`src/rtl/rv32i_writeback.sv`:
```
// RV32I writeback stage: load extension, load-over-ALU arbitration onto the register-file
// write port, and a pending-write scoreboard. Define WB_FWD_EN to enable commit forwarding.
module rv32i_writeback #(
  parameter int XLEN = 32,
  parameter int NREG = 32
) (
  input  logic            clock,
  input  logic            reset,
  input  logic            iss_valid_i,
  input  logic [4:0]      iss_rd_addr_i,
  output logic            iss_ready_o,
  input  logic            alu_valid_i,
  input  logic [4:0]      alu_rd_addr_i,
  input  logic [XLEN-1:0] alu_data_i,
  output logic            alu_ready_o,
  input  logic            ld_valid_i,
  input  logic [4:0]      ld_rd_addr_i,
  input  logic [XLEN-1:0] ld_data_i,
  input  logic [2:0]      ld_funct3_i,
  input  logic [1:0]      ld_byte_off_i,
  output logic            ld_ready_o,
  output logic [4:0]      rd_addr_o,
  output logic            wr_en_o,
  output logic [XLEN-1:0] wr_data_o,
  output logic [NREG-1:0] busy_o,
  output logic            ld_err_o,
  input  logic [4:0]      rs1_addr_i,
  input  logic [4:0]      rs2_addr_i,
  output logic            rs1_fwd_hit_o,
  output logic            rs2_fwd_hit_o,
  output logic [XLEN-1:0] rs1_fwd_data_o,
  output logic [XLEN-1:0] rs2_fwd_data_o
);

  localparam logic [2:0] F3_LB  = 3'b000;
  localparam logic [2:0] F3_LH  = 3'b001;
  localparam logic [2:0] F3_LW  = 3'b010;
  localparam logic [2:0] F3_LBU = 3'b100;
  localparam logic [2:0] F3_LHU = 3'b101;

  logic [7:0]      byte_sel;
  logic [15:0]     half_sel;
  logic [XLEN-1:0] ld_ext;
  logic            ld_bad;
  logic            alu_fire;
  logic            xfer;
  logic            xfer_bad;
  logic [4:0]      xfer_rd;
  logic [XLEN-1:0] xfer_data;
  logic [NREG-1:0] busy;
  logic [NREG-1:0] busy_next;
  logic            clr_pend;
  logic [4:0]      clr_idx;

  always_comb begin
    byte_sel = ld_data_i[{ld_byte_off_i, 3'b000} +: 8];
    half_sel = ld_byte_off_i[1] ? ld_data_i[31:16] : ld_data_i[15:0];
    ld_ext   = '0;
    ld_bad   = 1'b0;
    case (ld_funct3_i)
      F3_LB:  ld_ext = {{(XLEN-8){byte_sel[7]}}, byte_sel};
      F3_LH: begin
        ld_ext = {{(XLEN-16){half_sel[15]}}, half_sel};
        ld_bad = ld_byte_off_i[0];
      end
      F3_LW: begin
        ld_ext = ld_data_i;
        ld_bad = (ld_byte_off_i != 2'b00);
      end
      F3_LBU: ld_ext = {{(XLEN-8){1'b0}}, byte_sel};
      F3_LHU: begin
        ld_ext = {{(XLEN-16){1'b0}}, half_sel};
        ld_bad = ld_byte_off_i[0];
      end
      default: ld_bad = 1'b1;
    endcase
  end

  // The load is older than any ALU result it collides with, so it always wins.
  assign ld_ready_o  = 1'b1;
  assign alu_ready_o = ~ld_valid_i;
  assign alu_fire    = alu_valid_i & ~ld_valid_i;
  assign xfer        = ld_valid_i | alu_fire;
  assign xfer_bad    = ld_valid_i & ld_bad;
  assign xfer_rd     = ld_valid_i ? ld_rd_addr_i : alu_rd_addr_i;
  assign xfer_data   = ld_valid_i ? ld_ext : alu_data_i;

  always_ff @(posedge clock or posedge reset) begin
    if (reset) begin
      rd_addr_o <= '0;
      wr_en_o   <= 1'b0;
      wr_data_o <= '0;
      ld_err_o  <= 1'b0;
      clr_pend  <= 1'b0;
      clr_idx   <= '0;
    end else begin
      wr_en_o  <= xfer & ~xfer_bad & (xfer_rd != 5'd0);
      ld_err_o <= xfer_bad;
      clr_pend <= xfer;
      if (xfer) begin
        rd_addr_o <= xfer_rd;
        wr_data_o <= xfer_data;
        clr_idx   <= xfer_rd;
      end
    end
  end

  // Clears land one edge after the commit, so busy drops the cycle after wr_en_o.
  assign iss_ready_o = (iss_rd_addr_i == 5'd0) | ~busy[iss_rd_addr_i];

  always_comb begin
    busy_next = busy;
    if (clr_pend)
      busy_next[clr_idx] = 1'b0;
    if (iss_valid_i && iss_ready_o)
      busy_next[iss_rd_addr_i] = 1'b1;
    busy_next[0] = 1'b0;
  end

  always_ff @(posedge clock or posedge reset) begin
    if (reset)
      busy <= '0;
    else
      busy <= busy_next;
  end

  assign busy_o = busy;

`ifdef WB_FWD_EN
  assign rs1_fwd_hit_o  = wr_en_o & (rd_addr_o == rs1_addr_i) & (rs1_addr_i != 5'd0);
  assign rs2_fwd_hit_o  = wr_en_o & (rd_addr_o == rs2_addr_i) & (rs2_addr_i != 5'd0);
  assign rs1_fwd_data_o = wr_data_o;
  assign rs2_fwd_data_o = wr_data_o;
`else
  logic unused_fwd;
  assign unused_fwd     = ^{rs1_addr_i, rs2_addr_i};
  assign rs1_fwd_hit_o  = 1'b0;
  assign rs2_fwd_hit_o  = 1'b0;
  assign rs1_fwd_data_o = '0;
  assign rs2_fwd_data_o = '0;
`endif

endmodule

```
`config.mk`:
```
export PLATFORM = sky130hd
export DESIGN_NAME = rv32i_writeback
export DESIGN_NICKNAME = d
export VERILOG_FILES = /design/src/rtl/rv32i_writeback.sv
export SDC_FILE = /design/constraint.sdc
export NUM_CORES = 1
export LEC_CHECK = 0
export BUFFER_PORTS_ARGS = -buffer_cell sky130_fd_sc_hd__buf_2
export CAP_MARGIN = 5
export CORE_MARGIN = 2
export CORE_UTILIZATION = 45
export DETAILED_ROUTE_END_ITERATION = 8
export GPL_TIMING_DRIVEN = 1
export PLACE_DENSITY_LB_ADDON = 0.1
export SYNTH_ARGS = -nofsm -noshare
export SYNTH_HDL_FRONTEND = slang
export SYNTH_SLANG_ARGS = --single-unit
export TNS_END_PERCENT = 5
```
`constraint.sdc`:
```
create_clock -name clock -period 2.5 [get_ports clock]
set_input_delay 0.5 -clock clock [delete_from_list [all_inputs] [get_ports clock]]
set_output_delay 0.5 -clock clock [all_outputs]
set_load 0.05 [all_outputs]
```
After elaboration in Yosys (flattened, before gate mapping)
Cells that the tools add are included.
- register bits: 71
- input port bits: 99
- output and inout bits: 140
- word-level logic and storage cells: 49
- order comparisons: 4
- eq/ne operators: 4
- shift operators: 1
- muxes and demuxes: 13
- bitwise gates (word level): 12
- reduce and logical (&&, ||, !) cells: 9
- operators by type and width (cell ; number):
    case mux 32 bit (5 select lines) ; 1
    two-way mux 32 bit ; 3
    bitwise AND 32 bit ; 1
    NOT 32 bit ; 1
    bitwise OR 32 bit ; 1
    variable part select 32 x 6 -> 8 bit ; 1
    two-way mux 16 bit ; 1
    less-than comparator 5 x 6 -> 1 bit, second input constant ; 2
    demux 1 bit (select 5 bit) ; 2
    greater-or-equal comparator 5 x 1 -> 1 bit, second input constant ; 2
    == test 3 bit, second input constant ; 2
    binary-select mux 1 bit (select 5 bit) ; 1
    zero test 5 bit ; 1
    two-way mux 5 bit ; 1
    nonzero test 5 bit ; 1
    bitwise AND 1 bit ; 4
    OR reduction 2 bit ; 2
    == test 3 x 1 -> 1 bit, second input constant ; 1
    == test 3 x 2 -> 1 bit, second input constant ; 1
    logical AND 1 bit ; 3
    zero test 3 bit ; 1
    two-way mux 1 bit ; 3
    NOT 1 bit ; 3
    case mux 1 bit (3 select lines) ; 1
    2 further kinds ; 3

Longest topological paths before layout
Gate-level depths: netlist of run 1.
- depth in word-level cells: 9
- depth in mapped cells: 7
- gate-level depth less buffers: 5

Worst setup path after synthesis of run 1
OpenSTA, ideal clock, no wires.
- path kind: in2out
- start: in iss_rd_addr_i[0]
- end: out iss_ready_o
- data arrival time: 2673 ps
- data required time: 2000 ps
- path slack: -673 ps
- cell stages on the path: 5
- path buffers: 1
- cells stage by stage: buf_6 -> mux4_2 -> nand2b_1 -> a32o_1 -> a221oi_1
- word-level cells in the longest chain between the ends: 4
- elaborated cells between the ends (all ways): 5
- classes of those cells: 2 x mux; 2 x bitwise; 1 x reduce/logical
- RTL lines (what ; line ; text):
    start, declared ; 10 ; input logic [4:0] iss_rd_addr_i,
    binary-select mux 1 bit (select 5 bit) ; 109 ; assign iss_ready_o = (iss_rd_addr_i == 5'd0) | ~busy[iss_rd_addr_i];
    two-way mux 1 bit (not written as such) ; 109 ;
    NOT 1 bit ; 109 ;
    bitwise OR 1 bit * ; 109 ;
    end, declared ; 11 ; output logic iss_ready_o,
Mark *: on every way between the ends. The rest lies on a longest branch, timed or not. The select of a mux whose other input is x is not followed.

Worst setup path after layout of run 1
- start: reg busy[19] (netlist: busy_o[19])
- end: out iss_ready_o
- word-level cells in the longest chain between the ends: 4
- RTL lines (what ; line ; text):
    start, declared ; 50 ; logic [NREG-1:0] busy;
    start signal, assigned ; 124 ; busy <= busy_next;
    binary-select mux 1 bit (select 5 bit) ; 109 ;
    two-way mux 1 bit (not written as such) ; 109 ;
    NOT 1 bit ; 109 ;
    bitwise OR 1 bit ; 109 ;
Every way passes these cells. The select of a mux whose other input is x is not followed.

==> results of run 1 <==
power by group through the flow:
stage | combinational [µW] | sequential [µW] | clock (µW)
final | 2330 | 1660 | 1050
after global placement | 2310 | 1650 | 0
after CTS | 2340 | 1650 | 1080
after global routing | 2460 | 1700 | 1110
after floorplan | 879 | 2600 | 0
after detailed placement | 2320 | 1670 | 0
worst register-to-register path, stage by stage (launching register included):
cell and delay (ns):
dfrtp_1 0.40, mux4_2 0.50, or4b_4 0.53, o21ai_1 0.14
worst min-delay path by stage:
| stage | endpoint | slack, ns |
|---|---|---|
| floorplan | wr_data_o[15] | 0.60 |
| global placement | wr_data_o[5] | 0.47 |
| detailed placement | wr_data_o[6] | 0.47 |
| CTS | wr_data_o[0] | 0.21 |
| global route | wr_data_o[0] | 0.24 |
| finish | wr_data_o[11] | 0.20 |
what timing repair did:
action                                  CTS  global route
resized for setup                         5             0
endpoints found under the setup margin    1             1
hold buffers                              0             0
through the flow:
stage | power, µW | instance area [µm²]
floorplan | 3483 | 4732
global placement | 3960 | 5162
detailed placement | 3996 | 5162
CTS | 5068 | 5400
global route | 5268 | 5400
finish | 5044 | 5400
layer usage:
layer | vias to the layer above | GRT usage, %
met5 | - | 0
met4 | 0 | 8.687
met3 | 17 | 5.853
met2 | 181 | 41.20
met1 | 1965 | 29.77
li1 | 1850 | -
logic make-up (layout without fill, tap and decap cells):
family          count (synthesis)  in the layout
compound gates                142            142
buf+inv                       110            199
flops                          71             71
mux                            48             48
other cells                     2             68
simple gates                   87             87
registers in the layout, indices dropped and copies added (netlist names):
register   cells
wr_data_o     32
busy_o        31
clr_idx        5
clr_pend       1
ld_err_o       1
wr_en_o        1
area by class of cell:
type	instances	area (µm²)
clock buffer	10	127.6
clock inverter	6	92.59
fill	940	4284
timing repair buffer	172	924.6
multi-input combinational	345	2271
sequential	71	1777
inverter	11	41.29
tap	133	166.4
Yosys cell counts:
library cell and n:
a222oi_1 6, a221oi_1 6, nand2_1 13, clkinv_1 1
mux4_2 9, buf_1 2, buf_2 6, o211ai_2 10
o41ai_1 1, mux2i_1 32, mux2_2 7, a21oi_1 15
inv_1 10, o21a_1 2, a2111oi_0 2, conb_1 2
nand2b_1 4, or3b_1 1, o21ai_1 5, nor2_1 16
a31oi_1 6, o21ai_0 69, and3_1 2, buf_4 68
or3_1 5, or3b_2 3, a32o_1 2, nor3_1 3
nor2b_1 5, dfrtp_1 71, or4b_4 1, o22ai_1 12
a32oi_1 1, buf_6 3, nor3b_1 1, or2_2 1
clkbuf_1 20, o31ai_2 1, or4_1 3, nand3b_1 7
o211ai_1 3, a21o_1 1, nand3_1 20, and2_1 2
==> results.md, run 1 <==
* Simple-gate portion of the synthesized area at 10.62%
* Area growth, synth to finish at 20.90%
* Latest clock arrival within the worst-skew pair at 0.36 ns
* Clk network pwr share at between 20% and 30%
* Clk_skew at about 0.013 ns
* Mux cell area share after synthesis at a little over an eighth
* WP buf/inv at 1
* Fin crit share at 101.5%
* Reg2reg start: busy_o[7]
* MaxCap Viol Count at 0
* CP Cell Sequence: mux4_2 > nand2b_4 > a32o_2 > a221oi_4 > buf_6
* Final HPWL DP at 9812 µm
* Worst-path clk slew at 0.09 ns
* Routed wire length per instance at between 15 and 20 µm
* Adder-cell area share of the yosys netlist at 0%
* Htree depth at 3
* Die area at approximately 11000 µm²
* Avg Synthesized Cell Area at 9.710 µm²
* Pint at 2568 µW
* Antenna violations before repair at 0
* Synth top area share at between 30% and 40%
* Startpoint Class: register
* Dpl cells at 732
* ANT cells at 0
* Max clock buf depth at 2
* Status: finished, violations left
* Largest area contributor in the synthesized netlist: dfrtp_1
* R2r endpoint: busy_o[7]
* Critical path depth at 5
* Share of layout cells above drive strength 1 at 36.42%
* Comb power frac at between 40% and 50%
* Vias in the first global route at 3913
* Core ar. at 9684 µm²
* Hold_ws at ~0.20 ns
* Largest family of logic cells by synthesized area: compound AO/OA/AOI/OAI gates
* Pre-antenna DRT Iters at 6
* Maximum VDD drop at 0.4879 mV
* GP Congestion at 0.8926
* Worst Tran Pin Value at around 0.72 ns
* Sw Pwr at 2476 µW
* Crit path time final at 2.537 ns
* Slew Limit Fails at 0
* Seq/Total Area, Yosys at 39.78%
* First-pass GRT wire length at 20820 µm
* Post-Synth XOR/XNOR Area at 0%
* Post-route ant nets at 0
* Die height at 103.6 µm
* Sw Ratio at between 40% and 50%
* Worst path max stage delay at roughly 0.48 ns
* Drt total wl at 13080 µm
* CP Data Arrival Time at 2.04 ns
* Pre-CTS WS at -0.1973 ns
* Leading cell type in the layout, fill and taps excluded: buf_2
* GRT Total Usage at between 20% and 30%
* Leakage power at 0.002653 µW
* Worst Setup SP: busy_o[19]
* Gr ovfl total at 0
* CP Class: register to primary output
* Tightest Hold Check Type: input port to asynchronous set/reset pin
* Critical Path Fanout Max at 3
* Final Hold Fails at 0
* CTS buffer count at 9
* RSZ-0062 raised after global routing: yes
* Post-CTS setup buffer count at 0
* Setup TNS at -0.03669 ns
* Synth warn at 0
* CTS tree: built
* Clk sinks at 71
* Met3 wire len at between 1000 and 1500 µm
* Top post-synthesis cells by area: dfrtp_1 (40%), buf_4 (11%), o21ai_0 (7.7%), mux2i_1 (7.2%), mux4_2 (4.5%)
* Die Wd at 103.6 µm
* Final core utilization at 55.76%
* DRC at 0
* Initial core utilization at 46.12%
* Post-Syn Area at around 4500 µm²
* Slew margin rel. at 51.57%
* Max Fclk at 394.2 MHz
* Worst path required time at 2.00 ns
* Post-synthesis compound-gate area fraction at 20.34%
* Crit-path slowest cell: mux4_2
* Row count at 36
* Number of synthesized register bits at 71
* CTS Root Cell: clkbuf_8
* Most frequent cells in the layout: buf_2 (158), dfrtp_1 (71), o21ai_0 (69), conb_1 (68), mux2i_1 (32)
* Metal1 wirelength at 5223 µm
* Vias per cell at 5.365
* Worst Setup EP: iss_ready_o
* Power density over the cells at slightly above 900 nW/µm²
* R2R depth at 3
* Port bufs at 160
* Final setup viols at 1
* Gate Count Post-Synth at 460
* Yosys cell types at 44
* Failing checks: negative setup slack
* Kind of cell adding the most delay to the critical path: multiplexers
* R2R Setup Slk at around 0.85 ns
* I/O pin cnt at 239
* Largest net degree at the start of global routing at 48
* Setup WS post-layout at -0.03669 ns
* Starting DRT DRC Count at between 200 and 250
* Final net count at 709
* Setup crit end kind: primary output
* Met2 WL at 6537 µm
* Filler-free cell count of the finished design at 748
* Via count at 4013
* Sequential power share at 32.8%
* DR top layer: met4
Note: power is estimated with default switching activity, not from simulation.
==> inputs of run 2 (changes only) <==
--- a/config.mk
+++ b/config.mk
@@ -8,9 +8,10 @@
 export BUFFER_PORTS_ARGS = -buffer_cell sky130_fd_sc_hd__buf_2
 export CAP_MARGIN = 5
 export CORE_MARGIN = 2
-export CORE_UTILIZATION = 45
+export CORE_UTILIZATION = 30
 export DETAILED_ROUTE_END_ITERATION = 8
 export GPL_TIMING_DRIVEN = 1
+export HOLD_SLACK_MARGIN = 0.06
 export PLACE_DENSITY_LB_ADDON = 0.1
 export SYNTH_ARGS = -nofsm -noshare
 export SYNTH_HDL_FRONTEND = slang
==> results.md, run 2 (synthesis gave the netlist of run 1 again) <==
* Startpoint Class: register (unchanged)
* Dpl cells at 786 (was 732)
* Antenna violations before repair at 1 (was 0)
* Vias per cell at 4.999 (was 5.365)
* MaxCap Viol Count at 0 (unchanged)
* Maximum VDD drop at 0.3033 mV (was 0.4879 mV)
* Gr ovfl total at 0 (unchanged)
* Via count at 4024 (was 4013)
* Setup crit end kind: primary output (unchanged)
* Die area at 15880 µm² (was 10740 µm²)
* FF+latch area at 1777 µm² (unchanged)
* Filler instances at 1506 (was 940)
* Tightest Hold Check Type: input port to asynchronous set/reset pin (unchanged)
* Worst Setup SP: busy_o[16] (was busy_o[19])
* Final Hold Fails at 0 (unchanged)
* Area growth, synth to finish at 26.83% (was 20.90%)
* R2R Setup Slk at 0.83 ns (was 0.85 ns)
* Pre-CTS WS at -0.1272 ns (was -0.1973 ns)
* Port bufs at 160 (unchanged)
* Filler-free cell count of the finished design at 805 (was 748)
* Clk_skew at 0.007428 ns (was 0.01269 ns)
* CTS buffer count at 9 (unchanged)
* Routed wire length per instance at 17.91 µm (was 17.48 µm)
* Post-route ant nets at 0 (unchanged)
* Initial core utilization at 30.73% (was 46.12%)
* Worst Tran Pin Value at 0.8115 ns (was 0.7249 ns)
* Final net count at 714 (was 709)
* Drt total wl at 14420 µm (was 13080 µm)
* CP Class: register to primary output (unchanged)
* R2r endpoint: busy_o[7] (unchanged)
* Critical Path Fanout Max at 3 (unchanged)
* RSZ-0062 raised after global routing: yes (unchanged)
* Row count at 44 (was 36)
* GP Congestion at 0.8288 (was 0.8926)
* Largest register by flop count: wr_data_o (unchanged)
* Die Wd at 126.0 µm (was 103.6 µm)
* Slew Limit Fails at 0 (unchanged)
* Htree depth at 3 (unchanged)
* Core ar. at 14530 µm² (was 9684 µm²)
* Latest clock arrival within the worst-skew pair at 0.34 ns (was 0.36 ns)
* CP Data Arrival Time at 1.99 ns (was 2.04 ns)
* Max Fclk at 401.8 MHz (was 394.2 MHz)
* Reg2reg start: busy_o[7] (unchanged)
* Die height at 126.0 µm (was 103.6 µm)
* Leading cell type in the layout, fill and taps excluded: buf_2 (unchanged)
* Starting DRT DRC Count at 209 (was 222)
* GRT Total Usage at 17.84% (was 24.13%)
* Final HPWL DP at 11040 µm (was 9812 µm)
* Largest net degree at the start of global routing at 40 (was 48)
* Slew margin rel. at 45.78% (was 51.57%)
* Multi-input gate area at 2271 µm² (unchanged)
* Crit path time final at 2.489 ns (was 2.537 ns)
* Final core utilization at 38.98% (was 55.76%)
* Post-placement cell area at 5236 µm² (was 5162 µm²)
* CTS Root Cell: clkbuf_16 (was clkbuf_8)
* Status: completed (was finished, violations left)
* Pre-antenna DRT Iters at 7 (was 6)
* Hold-fix buffers, CTS at 0 (unchanged)
* Finished Cell Area at 5665 µm² (was 5400 µm²)
* I/O pin cnt at 239 (unchanged)
* First-pass GRT wire length at 22090 µm (was 20820 µm)
* R2R depth at 3 (unchanged)
* Clk sinks at 71 (unchanged)
* Leakage power at 0.002760 µW (was 0.002653 µW)
* Most frequent cells in the layout: buf_2 (158), dfrtp_1 (71), o21ai_0 (69), conb_1 (68), mux2i_1 (32) (unchanged)
* Final setup viols at 0 (was 1)
* Vias in the first global route at 4080 (was 3913)
* DRC at 0 (unchanged)
* Fin crit share at 99.55% (was 101.5%)
* Share of layout cells above drive strength 1 at 37.10% (was 36.42%)
* Largest register FFs at 32 (unchanged)
* CTS tree: built (unchanged)
* Worst Setup EP: iss_ready_o (unchanged)
* Setup WS post-layout at 0.01126 ns (was -0.03669 ns)
* Max clock buf depth at 2 (unchanged)
* Worst-path clk slew at 0.06 ns (was 0.09 ns)
* Worst path required time at 2.00 ns (about the same)
* Power density over the cells at 1015 nW/µm² (was 934.0 nW/µm²)
## run 2: worst max-delay path, cell delays in order (launching register included)
cell      delay [ns]
dfrtp_1         0.39
mux4_2          0.46
nand2b_4        0.16
a32o_2          0.26
a221oi_4        0.19
buf_6           0.19
## run 2: worst min-delay path by stage
| stage | start | slack (ns) | endpoint |
|---|---|---|---|
| floorplan | ld_funct3_i[2] | 0.60 | wr_data_o[15] |
| global route | reset | 0.21 | wr_data_o[17] |
| global placement | wr_data_o[5] | 0.48 | wr_data_o[5] |
| detailed placement | wr_data_o[5] | 0.50 | wr_data_o[5] |
| finish | reset | 0.20 | wr_data_o[17] |
| CTS | reset | 0.19 | wr_data_o[17] |
## run 2: area by class of cell
class	instances	area share, %
Multi-Input combinational cell	345	40.08
Antenna cell	1	0.04417
Tap cell	184	4.064
Timing Repair Buffer	177	16.76
Clock inverter	6	2.739
Sequential cell	71	31.36
Inverter	11	0.7288
Clock buffer	10	4.218
## run 2: report_power, final
group          internal [µW]  switching, µW
Clock                   1200            512
Combinational            588           1770
Sequential              1430            248
Total                   3220           2530
## run 2: repair_timing
action | in CTS | in global routing
setup endpoints to repair | 1 | 1
cloned | 0 | 0
gates resized for setup | 5 | 0
buffers inserted | 2 | 0
## run 2: per-stage QoR
step | TNS, ns | hold WS [ns] | power, µW
final | 0 | 0.1962 | 5748
after global routing | -0.08281 | 0.2054 | 6011
after CTS | -0.008068 | 0.1918 | 5803
after detailed placement | -0.1272 | 0.5032 | 4031
after global placement | -0.1317 | 0.4751 | 4010
after floorplan | 0 | 0.5958 | 3483
## run 2: metal layers
layer	GRT usage (%)	vias up	routed length (µm)
met2	28.21	188	6756
met5	0	-	0
met3	6.839	24	1314
li1	-	1868	-
met1	22.33	1944	6054
met4	6.270	0	293
==> inputs of run 3 (changes only) <==
--- a/config.mk
+++ b/config.mk
@@ -7,6 +7,8 @@
 export LEC_CHECK = 0
 export BUFFER_PORTS_ARGS = -buffer_cell sky130_fd_sc_hd__buf_2
 export CAP_MARGIN = 5
+export CELL_PAD_IN_SITES_DETAIL_PLACEMENT = 1
+export CELL_PAD_IN_SITES_GLOBAL_PLACEMENT = 1
 export CORE_MARGIN = 2
 export CORE_UTILIZATION = 30
 export DETAILED_ROUTE_END_ITERATION = 8
==> results.md, run 3 (synthesis gave the netlist of run 1 again) <==
* Status: completed (unchanged)
* Power density over the cells at 961.2 nW/µm² (was 1015 nW/µm²)
* I/O pin cnt at 239 (unchanged)
* Hold-fix buffers, CTS at 0 (unchanged)
* Die Wd at 126.0 µm (unchanged)
* Largest net degree at the start of global routing at 47 (was 40)
* Area growth, synth to finish at 24.96% (was 26.83%)
* Startpoint Class: register (unchanged)
* CP Cell Sequence: mux4_2 > nand2b_4 > a32o_2 > a221oi_4 > buf_6 (unchanged)
* Critical Path Fanout Max at 2 (was 3)
* First-pass GRT wire length at 24360 µm (was 22090 µm)
* Max clock buf depth at 2 (unchanged)
* Share of layout cells above drive strength 1 at 37.24% (was 37.10%)
* Gr ovfl total at 0 (unchanged)
* Initial core utilization at 30.73% (unchanged)
* Crit-path slowest cell: mux4_2 (unchanged)
* Tightest Hold Check Type: input port to asynchronous set/reset pin (unchanged)
* R2r endpoint: busy_o[11] (was busy_o[7])
* Htree depth at 3 (unchanged)
* Die area at 15880 µm² (unchanged)
* Largest register by flop count: wr_data_o (unchanged)
* Final Hold Fails at 0 (unchanged)
* Antenna violations before repair at 3 (was 1)
* Worst-path clk slew at 0.06 ns (about the same)
* Starting DRT DRC Count at 146 (was 209)
* RSZ-0062 raised after global routing: yes (unchanged)
* Most frequent cells in the layout: buf_2 (158), dfrtp_1 (71), o21ai_0 (69), conb_1 (68), mux2i_1 (32) (unchanged)
* Worst path max stage delay at 0.46 ns (about the same)
* CTS Root Cell: clkbuf_16 (unchanged)
* Final setup viols at 0 (unchanged)
* Pre-antenna DRT Iters at 5 (was 7)
* Filler-free cell count of the finished design at 808 (was 805)
* Vias per cell at 5.124 (was 4.999)
* Worst path required time at 2.00 ns (about the same)
* Slew margin rel. at 55.24% (was 45.78%)
* Die height at 126.0 µm (unchanged)
* Clk sinks at 71 (unchanged)
* GRT Total Usage at 19.40% (was 17.84%)
* CTS buffer count at 9 (unchanged)
* Dpl cells at 787 (was 786)
* DRC at 0 (unchanged)
* Comb power frac at 44.9% (was 41.0%)
* Pint at 2816 µW (was 3222 µW)
* Leakage power at 0.002724 µW (was 0.002760 µW)
* Leading cell type in the layout, fill and taps excluded: buf_2 (unchanged)
* Vias in the first global route at 4369 (was 4080)
* Latest clock arrival within the worst-skew pair at 0.34 ns (about the same)
* R2R depth at 3 (unchanged)
* Via count at 4140 (was 4024)
* CTS tree: built (unchanged)
* Clk network pwr share at 24.0% (was 29.8%)
* Sw Ratio at 47.52% (was 43.95%)
* Final net count at 717 (was 714)
* MaxCap Viol Count at 0 (unchanged)
* Sequential power share at 31.0% (was 29.2%)
* Row count at 44 (unchanged)
* CP Class: register to primary output (unchanged)
* Setup TNS at 0 ns (unchanged)
* Slew Limit Fails at 0 (unchanged)
* Setup crit end kind: primary output (unchanged)
* Worst Tran Pin Value at 0.6714 ns (was 0.8115 ns)
* R2R Setup Slk at 0.78 ns (was 0.83 ns)
* Clk_skew at 0.007966 ns (was 0.007428 ns)
* Core ar. at 14530 µm² (unchanged)
* Max Fclk at 402.7 MHz (was 401.8 MHz)
* Sw Pwr at 2550 µW (was 2526 µW)
* CP Data Arrival Time at 1.98 ns (was 1.99 ns)
* Maximum VDD drop at 0.3016 mV (was 0.3033 mV)
* Final HPWL DP at 11820 µm (was 11040 µm)
* Drt total wl at 15570 µm (was 14420 µm)
* Reg2reg start: busy_o[11] (was busy_o[7])
* GP Congestion at 0.7999 (was 0.8288)
* Largest register FFs at 32 (unchanged)
* Fin crit share at 99.32% (was 99.55%)
* Crit path time final at 2.483 ns (was 2.489 ns)
* Post-route ant nets at 0 (unchanged)
* Routed wire length per instance at 19.26 µm (was 17.91 µm)
* Port bufs at 160 (unchanged)
run 3: worst max path at each step:
stage,endpoint,slack [ns],start
after detailed placement,iss_ready_o,-0.20,iss_rd_addr_i[0]
after global placement,iss_ready_o,-0.18,iss_rd_addr_i[0]
after CTS,iss_ready_o,0.00008,busy_o[18]
final,iss_ready_o,0.02,busy_o[18]
after global routing,iss_ready_o,-0.08,busy_o[18]
after floorplan,iss_ready_o,0.005,iss_rd_addr_i[0]
run 3: cell type report:
class                      instances  area (µm²)
fill                            1772        8952
multi-input combinational        345        2271
sequential                        71        1777
timing repair buffer             180       963.4
clock buffer                      14       284.0
tap                              184       230.2
inverter                          11       41.29
clock inverter                     2       12.51
antenna                            1       2.502
run 3: layer usage:
layer  part of all wire (%)  GRT usage [%]
met3                    8.4          7.392
met2                     50          33.30
met5                  0.071              0
met4                    1.2          4.396
met1                     40          23.11
run 3: power by group through the flow:
stage	Combinational, µW	Sequential [µW]	Clock (µW)
final	2410	1670	1290
after global placement	2320	1680	0
after global routing	2550	1700	1370
after CTS	2430	1670	1320
after detailed placement	2360	1690	0
after floorplan	879	2600	0
run 3: worst max-delay path, delay by kind of cell, from the launching register on:
family / cells / cell delay (ns)
AO/OA/AOI/OAI: 2 / 0.45
AND/OR/NAND/NOR: 1 / 0.15
buffers and inverters: 1 / 0.19
multiplexers: 1 / 0.46
flip-flops: 1 / 0.39
run 3: what timing repair did:
item | CTS | global route
resized for setup | 6 | 0
endpoints found under the setup margin | 1 | 1
buffers inserted | 4 | 0
pin swaps | 0 | 1
run 3: stage by stage:
step	hold slack (ns)	power, µW	area [µm²]	setup WS (ns)	utilization (%)
after floorplan	0.5958	3483	4732	0.005219	-
after global placement	0.4755	4004	5231	-0.1831	35.99
after detailed placement	0.4859	4050	5231	-0.1971	35.99
after CTS	0.2484	5419	5579	0.00007994	38.39
after global routing	0.2748	5623	5579	-0.07788	38.39
final	0.2371	5365	5582	0.01706	38.40
